===== src/rtl/uart_response_serializer.sv =====
// Streams a latched response payload (byte 0 first) to the UART TX over valid/ready, then appends TERM_HI, TERM_LO.
// First byte is offered the cycle after start; a stall of TIMEOUT cycles without a handshake aborts with error.
module uart_response_serializer #(
  parameter int         MAX_BYTES = 128,
  parameter int         TIMEOUT   = 1026,
  parameter logic [7:0] TERM_HI   = 8'hBE,
  parameter logic [7:0] TERM_LO   = 8'hEF
) (
  input  logic                   clk,
  input  logic                   reset,
  input  logic [MAX_BYTES*8-1:0] input_data,
  input  logic [7:0]             input_data_size,
  input  logic                   start,
  input  logic                   tx_ready,
  output logic [7:0]             tx_data,
  output logic                   tx_valid,
  output logic                   busy,
  output logic                   done,
  output logic                   error
);

  localparam int             IW       = (MAX_BYTES > 1) ? $clog2(MAX_BYTES) : 1;
  localparam int             CW       = $clog2(TIMEOUT + 1);
  localparam logic [8:0]     MAX_SZ   = 9'(MAX_BYTES);
  localparam logic [CW-1:0]  CNT_LAST = CW'(TIMEOUT - 1);

  typedef enum logic [1:0] {IDLE, PAYLOAD, TERM0, TERM1} state_t;

  state_t        state, state_n;
  logic [7:0]    idx, idx_n;
  logic [CW-1:0] cnt, cnt_n;
  logic          done_n, error_n;
  logic          load;
  logic [7:0]    size_q;
  logic [7:0]    pay_q [MAX_BYTES];
  logic          hs;

  assign tx_valid = (state != IDLE);
  assign busy     = (state != IDLE);
  assign hs       = tx_valid && tx_ready;

  always_ff @(posedge clk) begin
    if (!reset) begin
      state <= IDLE;
      idx   <= 8'd0;
      cnt   <= '0;
      done  <= 1'b0;
      error <= 1'b0;
    end else begin
      state <= state_n;
      idx   <= idx_n;
      cnt   <= cnt_n;
      done  <= done_n;
      error <= error_n;
    end
  end

  // Payload storage is only written on an accepted start, so it needs no reset.
  always_ff @(posedge clk) begin
    if (load) begin
      size_q <= input_data_size;
      for (int k = 0; k < MAX_BYTES; k++) begin
        pay_q[k] <= input_data[8*k +: 8];
      end
    end
  end

  always_comb begin
    state_n = state;
    idx_n   = idx;
    cnt_n   = cnt;
    done_n  = done;
    error_n = error;
    load    = 1'b0;
    case (state)
      IDLE: begin
        if (start) begin
          load    = 1'b1;
          done_n  = 1'b0;
          error_n = 1'b0;
          cnt_n   = '0;
          idx_n   = 8'd0;
          if ({1'b0, input_data_size} > MAX_SZ) begin
            error_n = 1'b1;
          end else if (input_data_size == 8'd0) begin
            state_n = TERM0;
          end else begin
            state_n = PAYLOAD;
          end
        end
      end
      default: begin
        if (hs) begin
          cnt_n = '0;
          case (state)
            PAYLOAD: begin
              idx_n = idx + 8'd1;
              if ((idx + 8'd1) == size_q) begin
                state_n = TERM0;
              end
            end
            TERM0:   state_n = TERM1;
            default: begin
              state_n = IDLE;
              done_n  = 1'b1;
            end
          endcase
        end else if (cnt == CNT_LAST) begin
          // This edge completes the TIMEOUT-th stalled cycle: abandon the transfer.
          state_n = IDLE;
          cnt_n   = '0;
          error_n = 1'b1;
        end else begin
          cnt_n = cnt + 1'b1;
        end
      end
    endcase
  end

  always_comb begin
    tx_data = 8'h00;
    case (state)
      PAYLOAD: tx_data = pay_q[idx[IW-1:0]];
      TERM0:   tx_data = TERM_HI;
      TERM1:   tx_data = TERM_LO;
      default: tx_data = 8'h00;
    endcase
  end

endmodule


===== config.mk =====
export PLATFORM = sky130hd
export DESIGN_NAME = uart_response_serializer
export DESIGN_NICKNAME = d
export VERILOG_FILES = /design/src/rtl/uart_response_serializer.sv
export SDC_FILE = /design/constraint.sdc
export NUM_CORES = 1
export LEC_CHECK = 0
export BUFFER_PORTS_ARGS = -buffer_cell sky130_fd_sc_hd__buf_2
export CAP_MARGIN = 20
export CELL_PAD_IN_SITES_DETAIL_PLACEMENT = 1
export CELL_PAD_IN_SITES_GLOBAL_PLACEMENT = 1
export CORE_AREA = 2 2 409 411
export DETAILED_ROUTE_END_ITERATION = 12
export DIE_AREA = 0 0 411 413
export GPL_TIMING_DRIVEN = 0
export PLACE_DENSITY = 0.52
export SLEW_MARGIN = 10
export SYNTH_ARGS = -nofsm -noshare
export SYNTH_HDL_FRONTEND = slang
export SYNTH_SLANG_ARGS = --single-unit
export TNS_END_PERCENT = 50

===== constraint.sdc =====
create_clock -name clk -period 40.1 [get_ports clk]
set_input_delay 4.01 -clock clk [delete_from_list [all_inputs] [get_ports clk]]
set_output_delay 4.01 -clock clk [all_outputs]
set_load 0.1 [all_outputs]

## After elaboration in Yosys (flattened, before gate mapping)

Memory sizes are Yosys's and may differ from the RTL's. A register that Yosys moved wholly into a read port is not among the register bits.
Index checks and enable logic that the tools add are counted.

| word-level totals | value |
|---|---|
| input port bits | 1036 |
| flip-flop bits (word level) | 31 |
| bits in latches | 0 |
| memory bits (writable) | 1024 |
| memory bits (read-only) | 0 |
| memories kept | 1 |
| word-level logic and storage cells | 65 |

| operators by class | value |
|---|---|
| mux-type cells | 32 |
| eq/ne operators | 10 |
| add/subtract/negate cells | 2 |
| multiply operators | 0 |
| div/mod/pow operators | 0 |
| shifts and indexed selects | 0 |
| $lt $le $gt $ge | 1 |
| reduce and logical (&&, ||, !) cells | 13 |
| bitwise logic cells | 0 |

Memory list:

| memory | words | width | read ports | clocked after memory_dff | wr ports | RTL line | RTL |
|---|---|---|---|---|---|---|---|
| pay_q | 128 | 8 | 1 | 1 | 128 | 35 | `logic [7:0] pay_q [MAX_BYTES];` |

Operator list:

| operator | number |
|---|---|
| two-way mux 11 bit | 4 |
| two-way mux 8 bit | 4 |
| one-hot mux 8 bit (3 select lines) | 1 |
| two-way mux 2 bit | 7 |
| two-way mux 7 bit | 2 |
| two-way mux 1 bit | 13 |
| adder 11 x 1 -> 11 bit, second input constant | 1 |
| == test 11 bit, second input constant | 1 |
| AND reduction 3 bit | 3 |
| adder 8 x 1 -> 8 bit, second input constant | 1 |
| == test 8 bit | 1 |
| greater-than comparator 8 bit, second input constant | 1 |
| logical NOT 8 bit | 1 |
| nonzero test 2 bit | 4 |
| == test 2 bit, second input constant | 2 |
| != test 2 x 1 -> 1 bit, second input constant | 2 |
| != test 2 bit, second input constant | 2 |
| != test 4 x 3 -> 1 bit, second input constant | 1 |
| one-hot mux 2 bit (2 select lines) | 1 |
| AND reduction 4 bit | 1 |
| nonzero test 3 bit | 1 |
| == test 2 x 1 -> 1 bit, second input constant | 1 |
| logical NOT 2 bit | 1 |
| OR reduction 2 bit | 1 |
| logical AND 1 bit | 1 |

## Longest topological paths before layout

| depth | value |
|---|---|
| depth in word-level cells | 6 |
| gate-level depth with buffers | 12 |
| depth with buffers taken out | 9 |

## Least setup slack after synthesis

Ideal clock, no wire load.

| timing | value |
|---|---|
| kind | input-to-reg |
| from | input port start |
| to | memory pay_q[0][0], enable pin |
| data required time | 38.736 ns |
| arrival | 23.890 ns |
| path slack | 14.846 ns |
| stages | 2 |
| path buffers | 0 |
| path through | nand2_1 > inv_1 |

RTL lines:

| what | RTL line | RTL |
|---|---|---|
| from (decl) | 13 | `input logic start,` |
| to (decl) | 35 |  |

==> impl_metrics.yaml <==
run_status:
  status: "finished, final reports clean"
final_layout:
  utilization_pct: 32.3
  drive_gt1_share_pct: 48.7
  final_cells: 5450
  final_nets: 4144
  fin_area_um2: 53600
  syn_to_final_growth_pct: 30.5
route:
  viasPerCell: 4.56
  wl_mm: 180
  wl_per_cell_um: 33.0
  ant_nets: 0
  drt_iter0_markers: 2118
  drc: 0
  dr.pass1.iters: 5
  via_count: 24800
worst_hold_path:
  hold_path_class: "flip-flop to flip-flop"
worst_setup_path:
  crit_path_end_kind: "output port"
  reg2reg_from: "state[0]"
  worstPathRequired_ns: 36.09
  cp_max_fo: 10
  cp.arrival_ns: 5.26
  crit_path_start_kind: "flip-flop"
  r2r_slack_ns: 36.32
  crit_end: "tx_data[1]"
  r2r-end: "pay_q[64][2]"
  worstRegToRegCells: 8
  worst-setup-path-type: "flip-flop to output port"
floorplanning:
  io_pins: 1048
  start_util_pct: 24.8
  row_count: 150
  die_h_um: 413
  fp.dieW_um: 411
  coreArea_um2: 166000
  die_area_um2: 170000
power:
  pwr_density_cell_nw_per_um2: 62.7
  power.leakage_nw: 18.9
  total_power_mw: 3.36
  vdd_ir_drop_max_mv: 0.0487
clock_network:
  clock_latency_ns: 0.78
  cts.repair.resized: 0
  cts_sinks: 1062
  htree_levels: 4
  cts-root-buf: "clkbuf_16"
  cts_buffers: 130
  cts_hold_buf: 0
  cts_tree: "built"
  post_cts_buffers: 0
  clockBufferDepth: 3
  clkSlewWorstSetupHoldPaths_ns: 0.07
flow_run:
  max_cap_viol_count: 0
grt:
  grt-ovfl-total: 0
  track_usage_pct: 20.7
  grt_max_degree: 122
  grt_pass1_wl_mm: 232
  antenna_found_initial: 139
  first_global_vias: 26400
timing:
  fin_worst_skew_ns: 0.0250
  rsz0062_at_grt: "false"
  finalCritPeriodShare_pct: 23.1
  tightest_slew_ns: 1.29
  hold_slack_ns: 0.496
  relSlewSlack_pct: 13.9
  final-setup-viol-count: 0
  period_needed_ns: 9.27
  fmax_ghz: 0.108
  hold_viol: 0
  setup_tns_ns: 0
  timing.final.ws_setup_ns: 30.83
  finalMaxSlewViolations: 0
logic_synthesis:
  post-synth-top-count-cell: "edfxtp_1"
  synth_xor_area_share_pct: 0.341
  synth_top_family_by_area: "multiplexers"
  synth_cell_type_count: 56
  synth_compound_gate_area_share_pct: 2.96
  syn_area_per_cell_um2: 21.5
  yosysSeqAreaShare_pct: 76.9
  yosysTopAreaCell: "edfxtp_1"
  synth_warnings: 0
  synth_flop_cell: "edfxtp_1"
  yosysTopAreaCellShare_pct: 75.4
  synth_top_cells_by_count: "edfxtp_1 (1032), mux4_2 (242), mux2i_1 (74)"
  ys_ff_latch: 1062
  synth_edf_count: 1032
  synthAdderAreaFrac_pct: 0.213
  syn_inst: 1908
  synth-async-reset-ratio_pct: 0
  netlist_area_um2: 41100
  synth_fp_nets: 2951
  yosys.area_share.simple_pct: 2.52
  synthMuxAreaShare_pct: 15.5
  synth.area.top_cells: "edfxtp_1 (75%), mux4_2 (13%), mux2i_1 (1.8%)"
placed_design:
  dp_slack_ns: 31.19
  dp_hpwl_mm: 141
  gp_congestion: 0.798
  place_area_um2: 49400
  placed_cells: 5172
  io_buffer_count: 1046
final cells by class:
class	instances	area [um^2]
clock buffer	166	3460
multi-input combinational	740	8860
tap	2204	2760
timing repair buffer	1061	5580
sequential	1062	31600
inverter	8	37.5
fill	17200	112000
antenna	46	115
clock inverter	65	594
buffer	98	617
power by group:
part / switching (mW) / total, mW / internal, mW / leakage (nW)
Clock: 0.481 / 1.14 / 0.663 / 1.97
Sequential: 0.0858 / 1.65 / 1.57 / 10.1
Combinational: 0.367 / 0.565 / 0.198 / 6.87
cell families after synthesis:
family | after synthesis
flops | 1062
mux | 326
simple gates | 208
compound gates | 183
buf+inv | 106
xor+xnor | 16
fa+ha+maj | 7
worst min path at each step:
stage | from | endpoint | slack (ns) | cells after the start
2_1_floorplan | cnt[10] | cnt[10] | 0.47 | 2
3_3_place_gp | done | done | 0.48 | 2
3_5_place_dp | done | done | 0.50 | 2
4_1_cts | done | done | 0.50 | 2
5_1_grt | done | done | 0.54 | 2
6_report | done | done | 0.50 | 2
layout by cell type (no fill, tap or decap), drive strengths merged, types with 4 or more instances in the layout:
master / Yosys / final
xor2: 7 / 7
a22oi: 17 / 17
nand2: 55 / 55
o2111ai: 4 / 4
a21oi: 37 / 37
buf: 66 / 1127
nor4: 10 / 10
nor3b: 4 / 4
clkinv: 0 / 46
inv: 8 / 16
a31oi: 10 / 10
dfxtp: 30 / 30
clkbuf: 32 / 198
o21ai: 32 / 32
o21a: 4 / 4
xnor2: 9 / 9
a22o: 5 / 5
nand2b: 11 / 11
nor2b: 24 / 24
and2: 5 / 5
nor2: 36 / 36
o211ai: 5 / 5
bufinv: 0 / 8
and3: 4 / 4
diode: 0 / 46
mux2i: 74 / 74
o22ai: 17 / 17
a211oi: 17 / 17
mux2: 5 / 5
mux4: 247 / 247
nand4: 9 / 9
nand3: 28 / 28
nor3: 15 / 15
edfxtp: 1032 / 1032
ha: 7 / 7
a221oi: 13 / 13
a21boi: 6 / 6
worst max-delay path, stage by stage (launching register included):
cell and delay, ns:
dfxtp_1 0.40, buf_2 0.49, buf_2 0.58, buf_2 0.55
buf_2 0.66, nand2_1 0.38, o22ai_1 0.49, o21ai_0 0.16
nand2_1 0.21, o2111ai_1 0.14, buf_2 0.33
registers in the layout (all words and copies together) (netlist names), named ones only:
| name | cells |
|---|---|
| pay_q | 1024 |
| done | 1 |
| error | 1 |
| cnt | 11 |
| state | 2 |
| size_q | 8 |
| idx | 8 |
per-layer routing:
layer	wire (um)	GRT usage, %	vias to the layer above
met4	4820	5.72	98
li1	-	-	10500
met2	91900	36.2	1109
met1	68900	24.5	12800
met3	13500	6.31	352
met5	621	0	-
No activity file was read; power rests on OpenSTA's default activity.
